===== config.mk =====
export PLATFORM = sky130hd
export DESIGN_NAME = reg_scoreboard
export DESIGN_NICKNAME = d
export VERILOG_FILES = /design/src/rtl/reg_scoreboard.sv
export SDC_FILE = /design/constraint.sdc
export NUM_CORES = 1
export LEC_CHECK = 0
export ABC_AREA = 1
export CELL_PAD_IN_SITES_DETAIL_PLACEMENT = 0
export CELL_PAD_IN_SITES_GLOBAL_PLACEMENT = 1
export CORE_ASPECT_RATIO = 1.4
export CORE_UTILIZATION = 30
export DETAILED_ROUTE_END_ITERATION = 6
export PLACE_DENSITY_LB_ADDON = 0.1
export SLEW_MARGIN = 10
export SYNTH_ARGS = -nofsm -noshare
export SYNTH_HDL_FRONTEND = slang
export SYNTH_SLANG_ARGS = --single-unit

===== constraint.sdc =====
create_clock -name clk -period 6.56 [get_ports clk]
set_input_delay 0.984 -clock clk [delete_from_list [all_inputs] [get_ports clk]]
set_output_delay 0.984 -clock clk [all_outputs]
set_load 0.1 [all_outputs]

===== src/rtl/reg_scoreboard.sv =====
// Per-register in-flight writer scoreboard for the decode stage.
// Counts outstanding writers and "late" writers; stalls D on a late source.
module reg_scoreboard #(
    parameter int MAX_INFLIGHT = 3,
    parameter int NREG         = 32,
    localparam int CW          = $clog2(MAX_INFLIGHT + 1),
    localparam int AW          = 5
) (
    input  logic            clk,
    input  logic            reset,
    input  logic            issue_valid,
    input  logic            issue_regwrite,
    input  logic            issue_late,
    input  logic [AW-1:0]   issue_dst,
    input  logic [AW-1:0]   issue_ra1,
    input  logic [AW-1:0]   issue_ra2,
    input  logic            ready_valid,
    input  logic [AW-1:0]   ready_dst,
    input  logic            wb_valid,
    input  logic [AW-1:0]   wb_dst,
    input  logic            flush,
    output logic            stall,
    output logic [NREG-1:0] busy,
    output logic [NREG-1:0] late_mask,
    output logic            err
);

    logic [CW-1:0]   r_cnt      [NREG];
    logic [CW-1:0]   r_late_cnt [NREG];
    logic [NREG-1:0] r_busy;
    logic [NREG-1:0] r_late_mask;
    logic            r_err;

    logic [CW-1:0]   w_cnt_nxt  [NREG];
    logic [CW-1:0]   w_late_nxt [NREG];
    logic [CW-1:0]   w_late_cand[NREG];
    logic [NREG-1:0] w_inc;
    logic [NREG-1:0] w_wb;
    logic [NREG-1:0] w_rdy;
    logic [NREG-1:0] w_linc;
    logic            w_accept;
    logic            w_err_set;
    logic            w_stall;

    // Stall on any outstanding late writer of a nonzero source, from registered state only.
    always_comb begin
        w_stall = ((issue_ra1 != AW'(0)) && (r_late_cnt[issue_ra1] != CW'(0))) ||
                  ((issue_ra2 != AW'(0)) && (r_late_cnt[issue_ra2] != CW'(0)));
    end

    // Net per-register counter update with overflow/underflow/invariant checks.
    always_comb begin
        w_accept  = issue_valid && issue_regwrite && (issue_dst != AW'(0)) && !w_stall && !flush;
        w_err_set = 1'b0;
        w_inc     = '0;
        w_wb      = '0;
        w_rdy     = '0;
        w_linc    = '0;
        for (int r = 0; r < NREG; r++) begin
            w_cnt_nxt[r]   = r_cnt[r];
            w_late_nxt[r]  = r_late_cnt[r];
            w_late_cand[r] = r_late_cnt[r];
        end
        for (int r = 1; r < NREG; r++) begin
            w_inc[r] = w_accept && (issue_dst == AW'(r));
            w_wb[r]  = wb_valid && !flush && (wb_dst == AW'(r));
            w_rdy[r] = ready_valid && !flush && (ready_dst == AW'(r));
            // A full register only takes a new writer when one retires in the same cycle.
            if (w_inc[r] && !w_wb[r] && (r_cnt[r] == CW'(MAX_INFLIGHT))) begin
                w_inc[r]  = 1'b0;
                w_err_set = 1'b1;
            end else if (w_wb[r] && !w_inc[r] && (r_cnt[r] == CW'(0))) begin
                w_wb[r]   = 1'b0;
                w_err_set = 1'b1;
            end else begin
                w_cnt_nxt[r] = r_cnt[r];
            end
            w_cnt_nxt[r] = r_cnt[r] + CW'(w_inc[r]) - CW'(w_wb[r]);
            w_linc[r]    = w_inc[r] && issue_late;
            if (w_rdy[r] && !w_linc[r] && (r_late_cnt[r] == CW'(0))) begin
                w_rdy[r]  = 1'b0;
                w_err_set = 1'b1;
            end else begin
                w_late_cand[r] = r_late_cnt[r];
            end
            w_late_cand[r] = r_late_cnt[r] + CW'(w_linc[r]) - CW'(w_rdy[r]);
            if (w_late_cand[r] > w_cnt_nxt[r]) begin
                w_late_nxt[r] = r_late_cnt[r];
                w_err_set     = 1'b1;
            end else begin
                w_late_nxt[r] = w_late_cand[r];
            end
        end
        if (flush) begin
            for (int r = 0; r < NREG; r++) begin
                w_cnt_nxt[r]  = CW'(0);
                w_late_nxt[r] = CW'(0);
            end
        end else begin
            w_cnt_nxt[0]  = CW'(0);
            w_late_nxt[0] = CW'(0);
        end
    end

    // State registers; busy/late_mask mirror the next counter state.
    always_ff @(posedge clk) begin
        if (reset) begin
            for (int r = 0; r < NREG; r++) begin
                r_cnt[r]      <= CW'(0);
                r_late_cnt[r] <= CW'(0);
            end
            r_busy      <= '0;
            r_late_mask <= '0;
            r_err       <= 1'b0;
        end else begin
            for (int r = 0; r < NREG; r++) begin
                r_cnt[r]       <= w_cnt_nxt[r];
                r_late_cnt[r]  <= w_late_nxt[r];
                r_busy[r]      <= (w_cnt_nxt[r] != CW'(0));
                r_late_mask[r] <= (w_late_nxt[r] != CW'(0));
            end
            r_err <= r_err | w_err_set;
        end
    end

    assign stall     = w_stall;
    assign busy      = r_busy;
    assign late_mask = r_late_mask;
    assign err       = r_err;

endmodule


; Yosys cells after proc, flatten, opt, wreduce, memory -nomap -nowiden
; Memories as Yosys holds them, arrays and structs flattened.
; Index checks and enable logic that the tools add are counted.
[totals]
register_bits = 65
mem_bits_rw = 128
input_bits = 33
word_cells = 1242
n_memories = 2
[memory_table]
columns = memory, words, width, rd, rd_ports_with_merged_regs, wr, line
row1 = r_cnt, 32, 2, 31, 0, 32, 28  ; logic [CW-1:0] r_cnt [NREG];
row2 = r_late_cnt, 32, 2, 33, 0, 32, 29  ; logic [CW-1:0] r_late_cnt [NREG];
[op_classes]
addsub = 124
order_cmp = 31
n_eq_ne = 124
mux = 348
n_bitwise = 65
reduce_logical = 543
[op_table]
columns = op, n
row1 = 1-bit logical AND, 318
row2 = 1-bit 2-to-1 mux, 251
row3 = "5-bit == test, second input constant", 48
row4 = 2-bit 2-to-1 mux, 95
row5 = 2-bit nonzero test, 64
row6 = 2-bit by 1-bit adder with 2-bit output, 62
row7 = 2-bit zero test, 62
row8 = 62-bit 2-to-1 mux, 2
row9 = 2-bit by 1-bit subtractor with 2-bit output, 62
row10 = "5-bit by 4-bit == test with 1-bit output, second input constant", 24
row11 = 1-bit zero test, 95
row12 = 1-bit bitwise OR, 65
row13 = "2-bit == test, second input constant", 31
row14 = 2-bit greater-than comparator, 31
row15 = "5-bit by 3-bit == test with 1-bit output, second input constant", 12
row16 = "5-bit by 2-bit == test with 1-bit output, second input constant", 6
row17 = "5-bit by 1-bit == test with 1-bit output, second input constant", 3
row18 = 5-bit nonzero test, 3
row19 = 1-bit logical OR, 1

; Longest topological paths before layout
; Gate-level depths: netlist of run 1.
; An unclocked memory read counts as a cell.
[logic_depth]
word_depth = 140
ltp_mapped = 39

; Worst setup path before layout of run 1
; Ideal clock, no wire load.
[synth_path]
kind = input to register
start = in issue_ra1[1]
end = reg r_err (netlist: err)
setup_ps = 128
arrival_ps = 5174
required_ps = 6432
path_slack_ps = 1258
cell_stages = 37
n_path_buf = 2
cell_sequence = buf_4 > inv_2 > nand2_2 > nor2_1 > nor2_1 > nand2_1 > nand2_1 > nand3_1 > nand3_2 > nand2_2 > nor2_8 > buf_6 > nand3_2 > nor2_1 > nand2_1 > a21boi_0 > ha_1 > inv_1 > ha_1 > xor2_1 > xor2_1 > inv_1 > ha_1 > inv_1 > o21ai_0 > nand4_1 > or2_2 > nor4_1 > nand2_1 > nor2_1 > nand2_1 > nor2_1 > nand2_1 > nor2_1 > nand2_1 > nor2_1 > nor2_1
[synth_via]
elab_chain_cells = 140
word_cells_on_any_way = 722
cone_classes = 124 x add/sub / 31 x order compare / 248 x mux / 1 x bitwise / 317 x reduce/logical / 1 x memory
[synth_rtl]
columns = element, line
row1 = start: declaration, 15  ; input logic [AW-1:0] issue_ra1,
row2 = memory read 32 x 2 bit, n/a
row3 = 2-bit nonzero test, 47  ; w_stall = ((issue_ra1 != AW'(0)) && (r_late_cnt[issue_ra1] != CW'(0))) ||
row4 = 1-bit logical AND *, 47
row5 = 1-bit logical OR *, 47
row6 = 1-bit zero test *, 53  ; w_accept = issue_valid && issue_regwrite && (issue_dst != AW'(0)) && !w_stall && !flush;
row7 = 1-bit logical AND * (2 in a row), 53
row8 = 1-bit logical AND, 65  ; w_inc[r] = w_accept && (issue_dst == AW'(r));
row9 = 1-bit logical AND (2 in a row), 69  ; if (w_inc[r] && !w_wb[r] && (r_cnt[r] == CW'(MAX_INFLIGHT))) begin
row10 = (+122 left out), n/a
row11 = 1-bit 2-to-1 mux, 69
row12 = 1-bit 2-to-1 mux, 80  ; if (w_rdy[r] && !w_linc[r] && (r_late_cnt[r] == CW'(0))) begin
row13 = 1-bit 2-to-1 mux, 87  ; if (w_late_cand[r] > w_cnt_nxt[r]) begin
row14 = 1-bit 2-to-1 mux, 72  ; end else if (w_wb[r] && !w_inc[r] && (r_cnt[r] == CW'(0))) begin
row15 = 1-bit 2-to-1 mux, 69
row16 = 1-bit 2-to-1 mux, 80
row17 = 1-bit 2-to-1 mux *, 87
row18 = 1-bit bitwise OR *, 122  ; r_err <= r_err | w_err_set;
row19 = end signal: assignment, 122
row20 = end: declaration, 32  ; logic r_err;
; Every way passes the cells marked *; elsewhere a longest branch is shown, timed or not.
; A chain may end at the register's enable or synchronous reset.

; Worst setup path after layout of run 1
[layout_path]
start = in issue_dst[3]
end = reg r_err (netlist: err)
[layout_via]
elab_chain_cells = 137
word_cells_on_any_way = 749
cone_classes = 124 x add/sub / 31 x order compare / 31 x eq/ne / 248 x mux / 1 x bitwise / 314 x reduce/logical
[layout_rtl]
columns = element, line
row1 = start: declaration, 14  ; input logic [AW-1:0] issue_dst,
row2 = 5-bit nonzero test, 53
row3 = 1-bit logical AND (3 in a row), 53
row4 = 1-bit logical AND, 65
row5 = 1-bit logical AND (2 in a row), 69
row6 = 1-bit 2-to-1 mux, 69
row7 = 1-bit logical AND, 79  ; w_linc[r] = w_inc[r] && issue_late;
row8 = 1-bit zero test, 80
row9 = 1-bit logical AND (2 in a row), 80
row10 = (+117 left out), n/a
row11 = 1-bit 2-to-1 mux, 69
row12 = 1-bit 2-to-1 mux, 80
row13 = 1-bit 2-to-1 mux, 87
row14 = 1-bit 2-to-1 mux, 72
row15 = 1-bit 2-to-1 mux, 69
row16 = 1-bit 2-to-1 mux, 80
row17 = 1-bit 2-to-1 mux *, 87
row18 = 1-bit bitwise OR *, 122
; Marks and branches as above.

==> results of run 1 <==
==> logic make-up after synthesis <==
group,count (synthesis)
AO/OA/AOI/OAI,257
XOR/XNOR,124
adder cells (fa/ha/maj),186
other,1
buffers and inverters,564
flip-flops,187
AND/OR/NAND/NOR,871
==> sequential cells by signal, summed over array words and instances (netlist names) <==
signal      flops
r_late_cnt     62
late_mask      31
err             1
r_cnt          62
busy           31
==> worst max-delay path, delay by kind of cell <==
kind	cells	cell delay, ps
AOI/OAI and AO/OA	4	560
adders and majority gates	3	660
xor gates and xnor gates	2	380
and+or+nand+nor	17	2270
buffers and inverters	8	1550
==> where the power goes <==
| group | internal (mW) | leakage [nW] | total [mW] | switching [mW] |
|---|---|---|---|---|
| clock network | 0.586 | 0.284 | 1.11 | 0.521 |
| registers | 1.16 | 1.51 | 1.18 | 0.0178 |
| logic | 0.201 | 7.76 | 0.628 | 0.427 |
==> layer usage <==
layer	vias up	track usage, %
met1	6640	27.4
met5	-	0
met3	64	3.91
met2	273	40.7
met4	0	8.87
li1	7318	-
==> what timing repair did <==
| action | 4_1_cts | 5_1_grt |
|---|---|---|
| resized for setup | 0 | 20 |
| setup endpoints to repair | 0 | 1 |
| endpoints found under the hold margin | 0 | 0 |
| buffers inserted | 0 | 4 |
==> layout by cell type, fill, tap and decap left out, types with 31 or more instances in the layout <==
master / instances
sky130_fd_sc_hd__o21bai_1: 37
sky130_fd_sc_hd__o211ai_1: 31
sky130_fd_sc_hd__nand3_1: 86
sky130_fd_sc_hd__nor2_1: 419
sky130_fd_sc_hd__nor3_1: 48
sky130_fd_sc_hd__buf_4: 143
sky130_fd_sc_hd__o21ai_0: 35
sky130_fd_sc_hd__ha_1: 186
sky130_fd_sc_hd__nand4_1: 64
sky130_fd_sc_hd__a21oi_1: 73
sky130_fd_sc_hd__nand2_1: 214
sky130_fd_sc_hd__dfxtp_1: 187
sky130_fd_sc_hd__xor2_1: 91
sky130_fd_sc_hd__clkdlybuf4s50_1: 90
sky130_fd_sc_hd__xnor2_1: 33
sky130_fd_sc_hd__inv_1: 494
==> worst max path at each step <==
stage	start	to	slack (ps)	cells after the start
3_5_place_dp	issue_ra1[0]	err	-410	37
4_1_cts	issue_ra1[0]	err	110	37
2_1_floorplan	issue_ra1[1]	err	1260	37
3_3_place_gp	issue_ra1[0]	err	-350	37
5_1_grt	issue_ra2[0]	err	1	37
6_report	issue_dst[3]	err	470	34
==> synthesized netlist by cell type (all sizes together) <==
cell / number
inv: 501
nor2: 424
nand2: 216
dfxtp: 187
ha: 186
xor2: 91
nand3: 89
nand4: 75
a21oi: 73
o21ai: 62
nor3: 50
clkbuf: 39
o21bai: 37
xnor2: 33
o211ai: 31
a211o: 30
buf: 21
a311oi: 14
a21boi: 7
and2: 6
and3: 4
clkinv: 3
nand3b: 3
a31oi: 2
nor4: 2
or2: 2
conb: 1
o2111ai: 1
==> cell type report <==
cell class,instances,share of cell area (%)
Inverter,504,10.5
Clock buffer,20,2.53
Multi-Input combinational cell,1440,49.3
Timing Repair Buffer,243,11.8
Sequential cell,187,20.7
Tap cell,630,4.36
Clock inverter,11,0.734
==> per-stage QoR <==
stage,cell area [um2],util [%],power [mW]
2_1_floorplan,14800,-,1.58
3_3_place_gp,17400,36.0,1.83
3_5_place_dp,17400,36.0,1.83
4_1_cts,18000,37.3,2.96
5_1_grt,18100,37.4,3.05
6_report,18100,37.4,2.91
==> flow_summary_export.csv, run 1 <==
group,metric,value,unit
outcome,run_status,"finished clean",
clock_network,clock_insertion_delay_worst_skew,480,ps
die,start_util,30.6,%
logic_synthesis,synth-xor-area-share,7.35,%
logic_synthesis,synth-simple-area-share,25.7,%
logic_synthesis,yosysUniqueCellTypes,39,
critical_path,endpoint_kind,"register",
clock_network,path_clk_slew,80,ps
global_route,number_of_antenna_violations_at_the_first_check_in_global_routing,0,
critical_path,crit_fanout,22,
sta,relSlewSlack,32.6,%
worst_hold_path,min-delay-path-class,"register to register",
logic_synthesis,synth_compound_gate_area_share,11.1,%
critical_path,critical_path_required,6910,ps
logic_synthesis,yosys.area_share.adder,15.8,%
global_route,grt_max_degree,61,
global_route,first_pass_grt_wire_length,84500,um
final_layout,post_route_cells_drive_above_1_share,9.02,%
final_layout,post_layout_instance_count_excluding_filler_cells,3035,
logic_synthesis,synth_largest_type_area_fraction,25.3,%
job,drv.max_cap_violation_count,0,
sta,tightestPinTransition,1010,ps
critical_path,crit_arrival,6440,ps
global_route,groute.usage.overall,23.0,%
sta,period_minus_slack,6090,ps
sta,setup_viol,0,
final_layout,antenna_cells,0,
routing,met2_wirelength,27900,um
critical_path,regToRegSetupSlack,680,ps
global_route,grt_pass1_vias,14200,
logic_synthesis,synth_top_family_by_area,"simple AND/OR/NAND/NOR gates",
pwr,max-vdd-ir-drop,0.000208,V
place,placement.io_buffers,96,
sta,maxSlewViolCount,0,
die,die_width,190,um
final_layout,fin_nets,2612,
clock_network,postCtsHoldBufs,0,
routing,final_wirelength,56300,um
final_layout,multi_input_comb_area,0.00890,mm2
clock_network,clock_path_buffers,2,
clock_network,sinks_on_the_clock_net,187,
critical_path,critical_path.most_common_cell,"sky130_fd_sc_hd__nor2_1",
pwr,power-per-cell-area,161,mW/mm2
clock_network,max_h_tree_level,4,
sta,grt_setup_unrepaired,"false",
worst_hold_path,hold_path_cell_cnt,2,
final_layout,layout-area-overhead-vs-synth,22.3,%
critical_path,timing_worst_setup_path_type,"input port to register",
routing,detail_route.wirelength.met1,24000,um
routing,drcViolationCount,0,
place,routability_cong,0.971,
routing,drt-vias-per-instance,4.71,
sta,achievable-frequency,164,MHz
place,dp_hpwl,47400,um
routing,ant_nets,0,
routing,initial_drc_count,718,
critical_path,critPathLaunchType,"input port",
clock_network,cts_made_buffers,17,
die,die_height,265,um
critical_path,slowest_stage,"sky130_fd_sc_hd__clkdlybuf4s50_1",
final_layout,final-seq-area,0.00374,mm2
logic_synthesis,synth.ff_latch_count,187,
logic_synthesis,yosysSeqAreaShare,25.3,%
logic_synthesis,netlist_area_before_placement,0.0148,mm2
routing,wl_per_cell,18.5,um
sta,timing.final.hold_violations,0,
sta,setup_slack,472,ps
logic_synthesis,synth.mux.area_fraction,0,%
place,pre_cts_slack,-415,ps
sta,hold_slack,567,ps
worst_hold_path,hold_crit_start,"r_late_cnt[27][1]",
critical_path,timing.rr.end,"err",
clock_network,cts_tree,"yes",
logic_synthesis,post_synth_inst_count,2190,
sta,timing.final.crit_share,92.8,%
sta,setup_tns,0,ps
logic_synthesis,syn_area_per_cell,6.74,um2
worst_hold_path,holdPathEnd,"r_late_cnt[27][1]",
routing,routed-via-count,14300,
final_layout,final.fill_count,5343,
routing,met3RoutedLength,2650,um
routing,highest-signal-layer,"met4",
logic_synthesis,synth_area_leader_cell,"sky130_fd_sc_hd__dfxtp_1",
die,dieArea,0.0501,mm2
logic_synthesis,total_number_of_yosys_warnings,0,
routing,drt-pass1-iter-count,5,
global_route,grt-ovfl-total,0,
pwr,power.leakage,9.55,nW
clock_network,cts_root_buf,"sky130_fd_sc_hd__clkbuf_16",
die,core,0.0483,mm2
critical_path,ff_to_ff_start,"r_late_cnt[15][0]",
critical_path,r2r.worst_path.cells,37,
place,dpl.cell_count,3000,
die,num_io_pins,99,
logic_synthesis,cell_types_occupying_the_most_area_after_synthesis,"sky130_fd_sc_hd__dfxtp_1, sky130_fd_sc_hd__ha_1, sky130_fd_sc_hd__inv_1, sky130_fd_sc_hd__nor2_1, sky130_fd_sc_hd__nand2_1",
sta,skew,13.3,ps
die,std_cell_rows,95,
critical_path,worst_path_largest_cell_delay,570,ps
Note: power is estimated with default switching activity, not from simulation.
==> run 2, diff against run 1 <==
- CORE_UTILIZATION: 30 -> 44
==> flow_summary_export.csv, run 2 (synthesis results as in run 1) <==
group,metric,value,unit
outcome,run_status,"finished clean",
place,placement.io_buffers,96,
critical_path,critical_path.most_common_cell,"sky130_fd_sc_hd__nor2_1",
sta,timing.final.crit_share,94.3,%
clock_network,postCtsHoldBufs,0,
die,die_height,219,um
global_route,grt-ovfl-total,0,
critical_path,endpoint_kind,"register",
place,routability_cong,1.03,
global_route,grt_pass1_vias,13900,
clock_network,clock_path_buffers,2,
global_route,number_of_antenna_violations_at_the_first_check_in_global_routing,1,
critical_path,timing.rr.end,"err",
global_route,first_pass_grt_wire_length,78900,um
critical_path,crit_arrival,6500,ps
critical_path,worst_path_largest_cell_delay,600,ps
routing,final_wirelength,52000,um
die,dieArea,0.0343,mm2
die,std_cell_rows,79,
die,core,0.0331,mm2
routing,initial_drc_count,855,
place,dp_hpwl,43100,um
sta,setup_tns,0,ps
die,start_util,44.6,%
final_layout,post_route_cells_drive_above_1_share,9.09,%
clock_network,cts_root_buf,"sky130_fd_sc_hd__clkbuf_16",
job,drv.max_cap_violation_count,0,
global_route,grt_max_degree,93,
critical_path,timing_worst_setup_path_type,"input port to register",
routing,drcViolationCount,0,
die,num_io_pins,99,
clock_network,cts_made_buffers,17,
sta,setup_viol,0,
pwr,power-per-cell-area,161,mW/mm2
sta,period_minus_slack,6190,ps
critical_path,crit_fanout,23,
worst_hold_path,hold_path_cell_cnt,2,
sta,timing.final.hold_violations,0,
routing,drt-pass1-iter-count,5,
sta,tightestPinTransition,1040,ps
clock_network,clock_insertion_delay_worst_skew,460,ps
worst_hold_path,holdPathEnd,"r_late_cnt[24][1]",
critical_path,ff_to_ff_start,"r_late_cnt[15][0]",
global_route,groute.usage.overall,31.1,%
final_layout,final_common_cell,"sky130_fd_sc_hd__inv_1",
worst_hold_path,min-delay-path-class,"register to register",
sta,relSlewSlack,30.6,%
pwr,power.leakage,9.55,nW
clock_network,sinks_on_the_clock_net,187,
sta,achievable-frequency,162,MHz
final_layout,commonest_cells_after_routing_fill_and_taps_aside,"sky130_fd_sc_hd__inv_1, sky130_fd_sc_hd__nor2_1, sky130_fd_sc_hd__nand2_1, sky130_fd_sc_hd__dfxtp_1, sky130_fd_sc_hd__ha_1",
final_layout,finish.utilization,53.8,%
pwr,max-vdd-ir-drop,0.000125,V
critical_path,r2r.worst_path.cells,36,
routing,ant_nets,0,
final_layout,layout-area-overhead-vs-synth,20.6,%
final_layout,fin_nets,2614,
clock_network,max_h_tree_level,4,
routing,wl_per_cell,18.2,um
critical_path,slowest_stage,"sky130_fd_sc_hd__clkdlybuf4s50_1",
worst_hold_path,hold_crit_start,"r_late_cnt[24][1]",
sta,skew,10.6,ps
clock_network,cts_tree,"yes",
sta,maxSlewViolCount,0,
critical_path,regToRegSetupSlack,490,ps
die,die_width,157,um
clock_network,path_clk_slew,70,ps
final_layout,biggestRegsByFlops,"r_cnt (62), r_late_cnt (62)",
routing,routed-via-count,14600,
routing,drt-vias-per-instance,5.10,
critical_path,critPathLaunchType,"input port",
critical_path,critical_path_required,6870,ps
## run 2: cell types whose count changed in the layout (fill, tap and decap cells not counted), moves of 2 or more
| cell | delta |
|---|---|
| sky130_fd_sc_hd__buf_12 | -4 |
| sky130_fd_sc_hd__inv_2 | +2 |
| sky130_fd_sc_hd__buf_8 | +2 |
| sky130_fd_sc_hd__buf_4 | +2 |
| sky130_fd_sc_hd__dlymetal6s2s_1 | +2 |
| sky130_fd_sc_hd__o21ai_1 | -2 |
## run 2: critical path, delay by kind of cell
family / cells / cell delay (ps)
compound gates: 4 / 580
fa+ha+maj: 3 / 690
xor+xnor: 2 / 380
buf+inv: 9 / 1520
simple gates: 17 / 2330
## run 2: worst max-delay path by stage
stage,startpoint,to,cells after the start
floorplan,issue_ra1[1],err,37
global placement,issue_ra2[1],err,36
detailed placement,issue_ra1[0],err,36
CTS,issue_ra1[0],err,36
global route,issue_ra2[1],err,36
finish,issue_dst[0],err,35
## run 2: routing by layer
layer / GRT usage (%) / routed length, um
met5: 0 / 0
met4: 12.7 / 1960
met3: 3.53 / 2030
met2: 55.1 / 25400
met1: 37.8 / 22600
## run 2: power by group
group	switching, mW	total [mW]	internal (mW)
Sequential	0.0172	1.18	1.16
Combinational	0.420	0.611	0.192
Clock	0.494	1.08	0.587
## run 2: metrics by stage
step	setup slack (ps)	power, mW	hold WS, ps	cells	cell area [um2]
3_3_place_gp	-615	1.80	541	2814	17100
6_report	372	2.87	561	2854	17800
4_1_cts	18.5	2.89	568	2847	17700
3_5_place_dp	-608	1.81	547	2814	17100
5_1_grt	-18.6	2.98	595	2853	17800
2_1_floorplan	1260	1.58	523	2191	14800
## run 2: layout make-up
type / count / area (um2)
Inverter: 504 / 1890
Clock inverter: 11 / 131
Sequential cell: 187 / 3740
Tap cell: 445 / 557
Antenna cell: 1 / 2.50
Multi-Input combinational cell: 1440 / 8910
Fill cell: 3335 / 15300
Clock buffer: 21 / 460
Timing Repair Buffer: 244 / 2120
Timing Repair inverter: 1 / 5.00
## run 2: what timing repair did
| item | in CTS | in global routing |
|---|---|---|
| pin swaps | 2 | 9 |
| setup endpoints to repair | 1 | 1 |
| setup buffers | 1 | 5 |
| gates resized for setup | 1 | 24 |
| gates cloned | 0 | 1 |
==> run 3, diff against run 2 <==
- ABC_AREA: 1 -> default
- CORE_UTILIZATION: 44 -> 49
- clock period: 6.56 -> 7.2 ns (I/O delays scaled with it)
==> flow_summary_export.csv, run 3 <==
group,metric,value,unit
outcome,run_status,"finished clean",
die,num_io_pins,99,
sta,setup_tns,0,ps
logic_synthesis,synth_most_common_cell,"sky130_fd_sc_hd__nor2_1",
global_route,first_pass_grt_wire_length,77100,um
final_layout,fin_nets,2203,
sta,tightestPinTransition,1020,ps
sta,achievable-frequency,146,MHz
die,std_cell_rows,72,
clock_network,path_clk_slew,70,ps
critical_path,endpoint_kind,"register",
critical_path,critical_path_required,7530,ps
sta,timing.final.hold_violations,0,
global_route,grt_max_degree,73,
routing,ant_nets,0,
logic_synthesis,synth.ff_latch_count,187,
critical_path,crit_fanout,27,
final_layout,final.fill_count,2688,
clock_network,cts_made_buffers,17,
die,die_height,201,um
logic_synthesis,synth_area_leader_cell,"sky130_fd_sc_hd__dfxtp_1",
final_layout,commonest_cells_after_routing_fill_and_taps_aside,"sky130_fd_sc_hd__nor2_1, sky130_fd_sc_hd__dfxtp_1, sky130_fd_sc_hd__ha_1, sky130_fd_sc_hd__inv_1, sky130_fd_sc_hd__buf_4",
logic_synthesis,async_set_or_reset_flop_fraction_in_the_synthesized_netlist,0,%
logic_synthesis,yosysUniqueCellTypes,72,
routing,drt-vias-per-instance,5.64,
clock_network,clock_insertion_delay_worst_skew,470,ps
routing,met2_wirelength,24700,um
pwr,power-per-cell-area,134,mW/mm2
clock_network,cts_tree,"yes",
clock_network,cts_root_buf,"sky130_fd_sc_hd__clkbuf_16",
die,start_util,50.0,%
logic_synthesis,netlist_area_before_placement,0.0139,mm2
logic_synthesis,synth.cells.most_frequent,"sky130_fd_sc_hd__nor2_1, sky130_fd_sc_hd__dfxtp_1, sky130_fd_sc_hd__ha_1",
logic_synthesis,yosysSeqAreaShare,27.0,%
sta,period_minus_slack,6870,ps
final_layout,post_layout_instance_count_excluding_filler_cells,2366,
place,dp_hpwl,41800,um
global_route,number_of_antenna_violations_at_the_first_check_in_global_routing,0,
clock_network,max_h_tree_level,4,
global_route,grt-ovfl-total,0,
routing,drcViolationCount,0,
routing,highest-signal-layer,"met4",
die,die_width,144,um
sta,relSlewSlack,30.2,%
sta,maxSlewViolCount,0,
logic_synthesis,cell_types_occupying_the_most_area_after_synthesis,"sky130_fd_sc_hd__dfxtp_1, sky130_fd_sc_hd__ha_1, sky130_fd_sc_hd__nor2_1, sky130_fd_sc_hd__xnor2_1, sky130_fd_sc_hd__inv_1",
final_layout,final_common_cell,"sky130_fd_sc_hd__nor2_1",
logic_synthesis,post_synth_inst_count,1770,
routing,detail_route.wirelength.met1,19200,um
global_route,groute.usage.overall,36.7,%
clock_network,clock_path_buffers,2,
clock_network,sinks_on_the_clock_net,187,
pwr,max-vdd-ir-drop,0.000156,V
place,routability_cong,0.994,
routing,wl_per_cell,21.7,um
die,core,0.0277,mm2
routing,drt-pass1-iter-count,5,
logic_synthesis,synth_largest_type_area_fraction,27.0,%
sta,setup_viol,0,
logic_synthesis,synth-edff-count,0,
place,dpl.cell_count,2335,
critical_path,crit_arrival,7200,ps
critical_path,timing_worst_setup_path_type,"input port to register",
place,placement.io_buffers,96,
final_layout,antenna_cells,0,
pwr,power.leakage,7.50,nW
job,drv.max_cap_violation_count,0,
logic_synthesis,total_number_of_yosys_warnings,0,
final_layout,layout-area-overhead-vs-synth,22.2,%
sta,hold_slack,580,ps
critical_path,critPathLaunchType,"input port",
global_route,grt_pass1_vias,13300,
worst_hold_path,min-delay-path-class,"register to register",
die,dieArea,0.0290,mm2
final_layout,post_route_cells_drive_above_1_share,12.7,%
sta,timing.final.crit_share,95.4,%
logic_synthesis,ys_dominant_reg_cell,"sky130_fd_sc_hd__dfxtp_1",
sta,setup_slack,328,ps
routing,met3RoutedLength,2610,um
final_layout,biggestRegsByFlops,"r_cnt (62), r_late_cnt (62)",
place,pre_cts_slack,-490,ps
logic_synthesis,syn_area_per_cell,7.84,um2
sta,skew,14.8,ps
routing,routed-via-count,13300,
routing,final_wirelength,51200,um
routing,initial_drc_count,887,
[run 3: where the power goes]
group	leakage, nW	switching (mW)	internal (mW)
sequential	1.51	0.00167	1.03
clock	0.294	0.450	0.560
combinational	5.70	0.150	0.0773
total	7.50	0.602	1.67
[run 3: critical path, stage by stage]
cell	delay, ps
sky130_fd_sc_hd__clkdlybuf4s50_1	570
sky130_fd_sc_hd__buf_12	200
sky130_fd_sc_hd__mux2_2	350
sky130_fd_sc_hd__mux4_2	480
sky130_fd_sc_hd__o22ai_1	200
sky130_fd_sc_hd__buf_4	180
sky130_fd_sc_hd__a211oi_4	50
sky130_fd_sc_hd__buf_12	170
sky130_fd_sc_hd__and3_1	200
sky130_fd_sc_hd__nor2_1	210
sky130_fd_sc_hd__nor3_1	90
sky130_fd_sc_hd__ha_1	300
sky130_fd_sc_hd__inv_1	40
sky130_fd_sc_hd__ha_1	180
sky130_fd_sc_hd__xnor2_1	210
sky130_fd_sc_hd__xnor2_1	170
sky130_fd_sc_hd__ha_1	260
sky130_fd_sc_hd__nor2b_1	130
sky130_fd_sc_hd__o21ai_0	370
sky130_fd_sc_hd__nand4_1	350
sky130_fd_sc_hd__nor4_2	290
sky130_fd_sc_hd__nand2_1	90
sky130_fd_sc_hd__nor4_1	260
sky130_fd_sc_hd__and3_1	190
sky130_fd_sc_hd__nand4_1	90
sky130_fd_sc_hd__nor4_1	320
sky130_fd_sc_hd__a41oi_1	150
[run 3: final timing paths]
check | startpoint | end | slack, ps | depth (start not counted)
setup / recovery | issue_ra1[0] | err | 330 | 27
hold / removal | r_late_cnt[24][1] | r_late_cnt[24][1] | 580 | 2
setup reg to reg | r_late_cnt[24][1] | err | 930 | 25
hold reg to reg | r_late_cnt[24][1] | r_late_cnt[24][1] | 580 | 2
[run 3: area by class of cell]
class | count | area [um2] | share of cell area (%)
multi-input combinational | 1349 | 9270 | 54.7
clock inverter | 11 | 158 | 0.931
tap | 370 | 463 | 2.73
inverter | 173 | 649 | 3.83
clock buffer | 20 | 447 | 2.64
sequential | 187 | 3740 | 22.1
timing repair buffer | 256 | 2210 | 13.1
[run 3: what timing repair did]
| action | 4_1_cts | 5_1_grt |
|---|---|---|
| hold buffers | 0 | 0 |
| buffers inserted | 0 | 0 |
| pin swaps | 0 | 1 |
| cloned | 0 | 0 |
| gates resized for setup | 1 | 5 |
| setup endpoints to repair | 1 | 1 |
[run 3: cells by family after synthesis]
group                    synth area share [%]
other                                  0.0270
multiplexers                             1.89
flip-flops                               27.0
XOR/XNOR                                 9.79
AO/OA/AOI/OAI                            11.7
AND/OR/NAND/NOR                          26.4
buffers and inverters                    6.46
adder cells (fa/ha/maj)                  16.8
[run 3: per-stage QoR]
step                power (mW)  util, %  instance area, um2
finish                    2.27     61.1               16900
global route              2.34     61.1               16900
CTS                       2.29     61.0               16900
detailed placement        1.28     58.8               16300
global placement          1.28     58.8               16300
floorplan                 1.17        -               13900
[run 3: routing by layer]
layer  vias to the layer above  GRT usage [%]
li1                       6473              -
met1                      6208           39.8
met2                       488           61.9
met3                       176           5.22
met4                         0           31.4
met5                         -              0
==> edit 1 (config.mk and constraints of run 2) <==
Put one more register stage on the output `err`, cleared by the reset. The value now appears one clock later. The other outputs are not delayed to match.
--- a/src/rtl/reg_scoreboard.sv
+++ b/src/rtl/reg_scoreboard.sv
@@ -126,7 +126,13 @@
     assign stall     = w_stall;
     assign busy      = r_busy;
     assign late_mask = r_late_mask;
-    assign err       = r_err;
+    always_ff @(posedge clk) begin
+        if (reset) begin
+            err <= '0;
+        end else begin
+            err <= r_err;
+        end
+    end
 
 endmodule
 
Behaviour: not the same (Yosys sat finds a counterexample within 4 cycles, from zero or initial values and one cycle with reset high).
==> edit 1 against run 2 <==
  * Hold slack lost 0.018 ns
  * Sequential cell count grew 1
  * Power shrank 6.9%
  * Clock skew grew 0.00051 ns
  * Routed wire length shrank 2.7%
  * Core utilization shrank 2.1 points
  * Area after synthesis grew 0.30%
  * Design area shrank 3.5%
  * Worst setup slack gained 0.12 ns
  * Cell count shrank 2.0%
==> edit 1: results <==
run_status:
  status: "finished clean"
grt:
  grt_pass1_vias: 13200
  grt_max_degree: 54
  antenna_found_initial: 4
  globalRouteTotalUtil_pct: 30.4
place:
  postPlaceCellArea_um2: 16600
  place.gp.congestion: 0.978
  hpwl_um: 42100
  dp_slack_ns: -0.0549
  place_inst: 2763
synth:
  synthXorXnorAreaFrac_pct: 7.33
  yosysUniqueCellTypes: 42
  synth_compound_area_share_pct: 11.9
  synth_fa_ha_area_share_pct: 15.7
  avgSynthCellArea_um2: 6.72
  synthTopCellsByArea: "dfxtp_1 (25%), ha_1 (16%), inv_1 (12%)"
  yosysSeqAreaShare_pct: 25.4
route:
  wirelength_um: 50600
  wire_per_inst_um: 18.1
  via_count: 14000
pwr:
  p_leak_nw: 9.22
  ir_drop_mv: 0.139
cts:
  post_cts_buffers: 0
worst_setup_path:
  crit_arrival_ns: 6.40
sta:
  finalClockSkew_ns: 0.0111
  worst_pin_slew_ns: 0.993
cells_and_area:
  fillers: 3455
  drive_gt1_share_pct: 5.91
  final_nets: 2556
edit 1: cell types whose count changed after synthesis, sizes merged, moves of 17 or more:
cell / run 2 / this run
nand2: 216 / 280
a21oi: 73 / 135
nand4: 75 / 35
o21ai: 62 / 38
nor3: 50 / 31
a31oi: 2 / 19
edit 1: report_power, final:
| part | total [mW] | internal, mW | switching [mW] |
|---|---|---|---|
| combinational | 0.452 | 0.135 | 0.317 |
| sequential | 1.17 | 1.16 | 0.00915 |
| clock | 1.05 | 0.508 | 0.545 |
| total | 2.67 | 1.80 | 0.871 |
edit 1: final timing paths:
path | start | to | slack [ns] | cells past startpoint
setup / recovery | issue_ra2[1] | r_err$_SDFF_PP0_ | 0.49 | 36
hold / removal | r_err$_SDFF_PP0_ | err$_SDFF_PP0_ | 0.54 | 2
setup reg to reg | r_late_cnt[6][0]$_SDFF_PP0_ | r_err$_SDFF_PP0_ | 0.92 | 36
hold reg to reg | r_err$_SDFF_PP0_ | err$_SDFF_PP0_ | 0.54 | 2
edit 1: critical path: cells and delay by family:
| kind | cells | cell delay [ns] |
|---|---|---|
| adder cells (fa/ha/maj) | 3 | 0.69 |
| AO/OA/AOI/OAI | 5 | 0.68 |
| XOR/XNOR | 2 | 0.39 |
| AND/OR/NAND/NOR | 17 | 2.21 |
| buffers and inverters | 9 | 1.44 |
edit 1: cell type report:
cell class              instances  area (um^2)  area share [%]
diodes                          2         5.00          0.0291
clock buffers                  17          425            2.48
clock inverters                15          150           0.874
inverters                     498         1880            10.9
multi-input cells            1471         8940            52.0
flip-flops and latches        188         3760            21.9
well taps                     445          557            3.24
repair buffers                161         1470            8.55
edit 1: per-layer routing:
layer	vias up	GRT usage, %	share of wire (%)
met4	2	17.8	5.7
met3	100	5.06	4.1
met2	246	53.8	49
li1	7163	-	-
met5	-	0	0.026
met1	6442	33.9	41
==> edit 2 (config.mk and constraints of run 2) <==
Without the edit above. Change the parameter `MAX_INFLIGHT` from 3 to 6.
--- a/src/rtl/reg_scoreboard.sv
+++ b/src/rtl/reg_scoreboard.sv
@@ -1,7 +1,7 @@
 // Per-register in-flight writer scoreboard for the decode stage.
 // Counts outstanding writers and "late" writers; stalls D on a late source.
 module reg_scoreboard #(
-    parameter int MAX_INFLIGHT = 3,
+    parameter int MAX_INFLIGHT = 6,
     parameter int NREG         = 32,
     localparam int CW          = $clog2(MAX_INFLIGHT + 1),
     localparam int AW          = 5
Check against the original RTL: not settled (the Yosys comparison gave no result); the edit may change what the design does.
==> edit 2 against run 2 <==
  * Power up 140%
  * Global-route usage down 2.5 points
  * Design area up 29%
  * Combinational power rose to 5.7 times the old value
  * Core utilization up 0.68 points
  * Sequential cell count up 62
  * Die area up 28%
  * Synthesized cell count up 21%
  * Routed wire length up 19%
  * Area after synthesis up 28%
  * Sequential share of layout area up 0.61 points
  * Via count up 24%
  * Fmax up 1.1%
  * Worst setup slack better by 0.065 ns
==> edit 2: results <==
synth:
  synth_mux_area_share_pct: 0.686
  yosys-top-cells-count: "inv_1 (600), nor2_1 (440), nand2_1 (287), dfxtp_1 (249), ha_1 (217)"
  yosysSeqAreaShare_pct: 26.3
  synthTopCellsByArea: "dfxtp_1 (26%), ha_1 (14%), inv_1 (12%)"
  avgSynthCellArea_um2: 7.14
  yosysUniqueCellTypes: 47
  synth_compound_area_share_pct: 8.76
grt:
  antenna_found_initial: 0
  grt_pass1_vias: 18000
  grt_pass1_wl_um: 96800
  globalRouteTotalUtil_pct: 28.7
cts:
  clk_latency_ns: 0.58
  cts_max_level: 1
  cts_resized: 0
  clockBufferDepth: 3
  cts_buffers: 28
  post_cts_buffers: 0
worst_setup_path:
  r2r.worst_path.cells: 34
  slowest_delay_ns: 0.60
  crit_arrival_ns: 6.58
  crit_start: "issue_ra1[1]"
place:
  place_inst: 3465
  place.gp.congestion: 0.981
  hpwl_um: 51700
  dp_slack_ns: -0.296
hold_path:
  hp-start: "r_late_cnt[7][0]$_SDFF_PP0_"
  whs_endpoint: "r_late_cnt[7][0]$_SDFF_PP0_"
route:
  dr_wl_met3_um: 2890
  wl_met2_um: 30600
  drt-initial-drc-count: 1046
  wl_met1_um: 25600
  wire_per_inst_um: 17.6
  wirelength_um: 61900
cells_and_area:
  drive_gt1_share_pct: 10.0
  final_nets: 3262
  area_growth_pct: 21.6
  fillers: 4268
run_status:
  status: "finished clean"
sta:
  finalClockSkew_ns: 0.0162
  whs_ns: 0.511
  max-slew-margin-rel_pct: 31.9
pwr:
  ir_drop_mv: 0.195
  p_leak_nw: 11.5
## edit 2: cell type report
type / count / share of cell area [%]
Multi-Input combinational cell: 1747 / 49.6
Sequential cell: 249 / 21.6
Timing Repair Buffer: 317 / 11.7
Inverter: 607 / 9.92
Clock buffer: 40 / 3.63
Tap cell: 546 / 2.96
Clock inverter: 12 / 0.505
## edit 2: per-layer routing
layer  vias to the layer above  track usage (%)
met4                         0             12.2
met1                      8547             33.8
met3                       119             3.37
met5                         -                0
met2                       418             51.9
li1                       9022                -
## edit 2: power groups by stage
| stage | clock network, mW | logic (mW) | registers (mW) |
|---|---|---|---|
| 6_report | 1.64 | 3.49 | 1.83 |
| 5_1_grt | 1.74 | 3.89 | 1.85 |
| 4_1_cts | 1.68 | 3.48 | 1.83 |
| 3_5_place_dp | 0 | 3.47 | 1.86 |
| 3_3_place_gp | 0 | 3.40 | 1.86 |
| 2_1_floorplan | 0 | 1.82 | 2.15 |
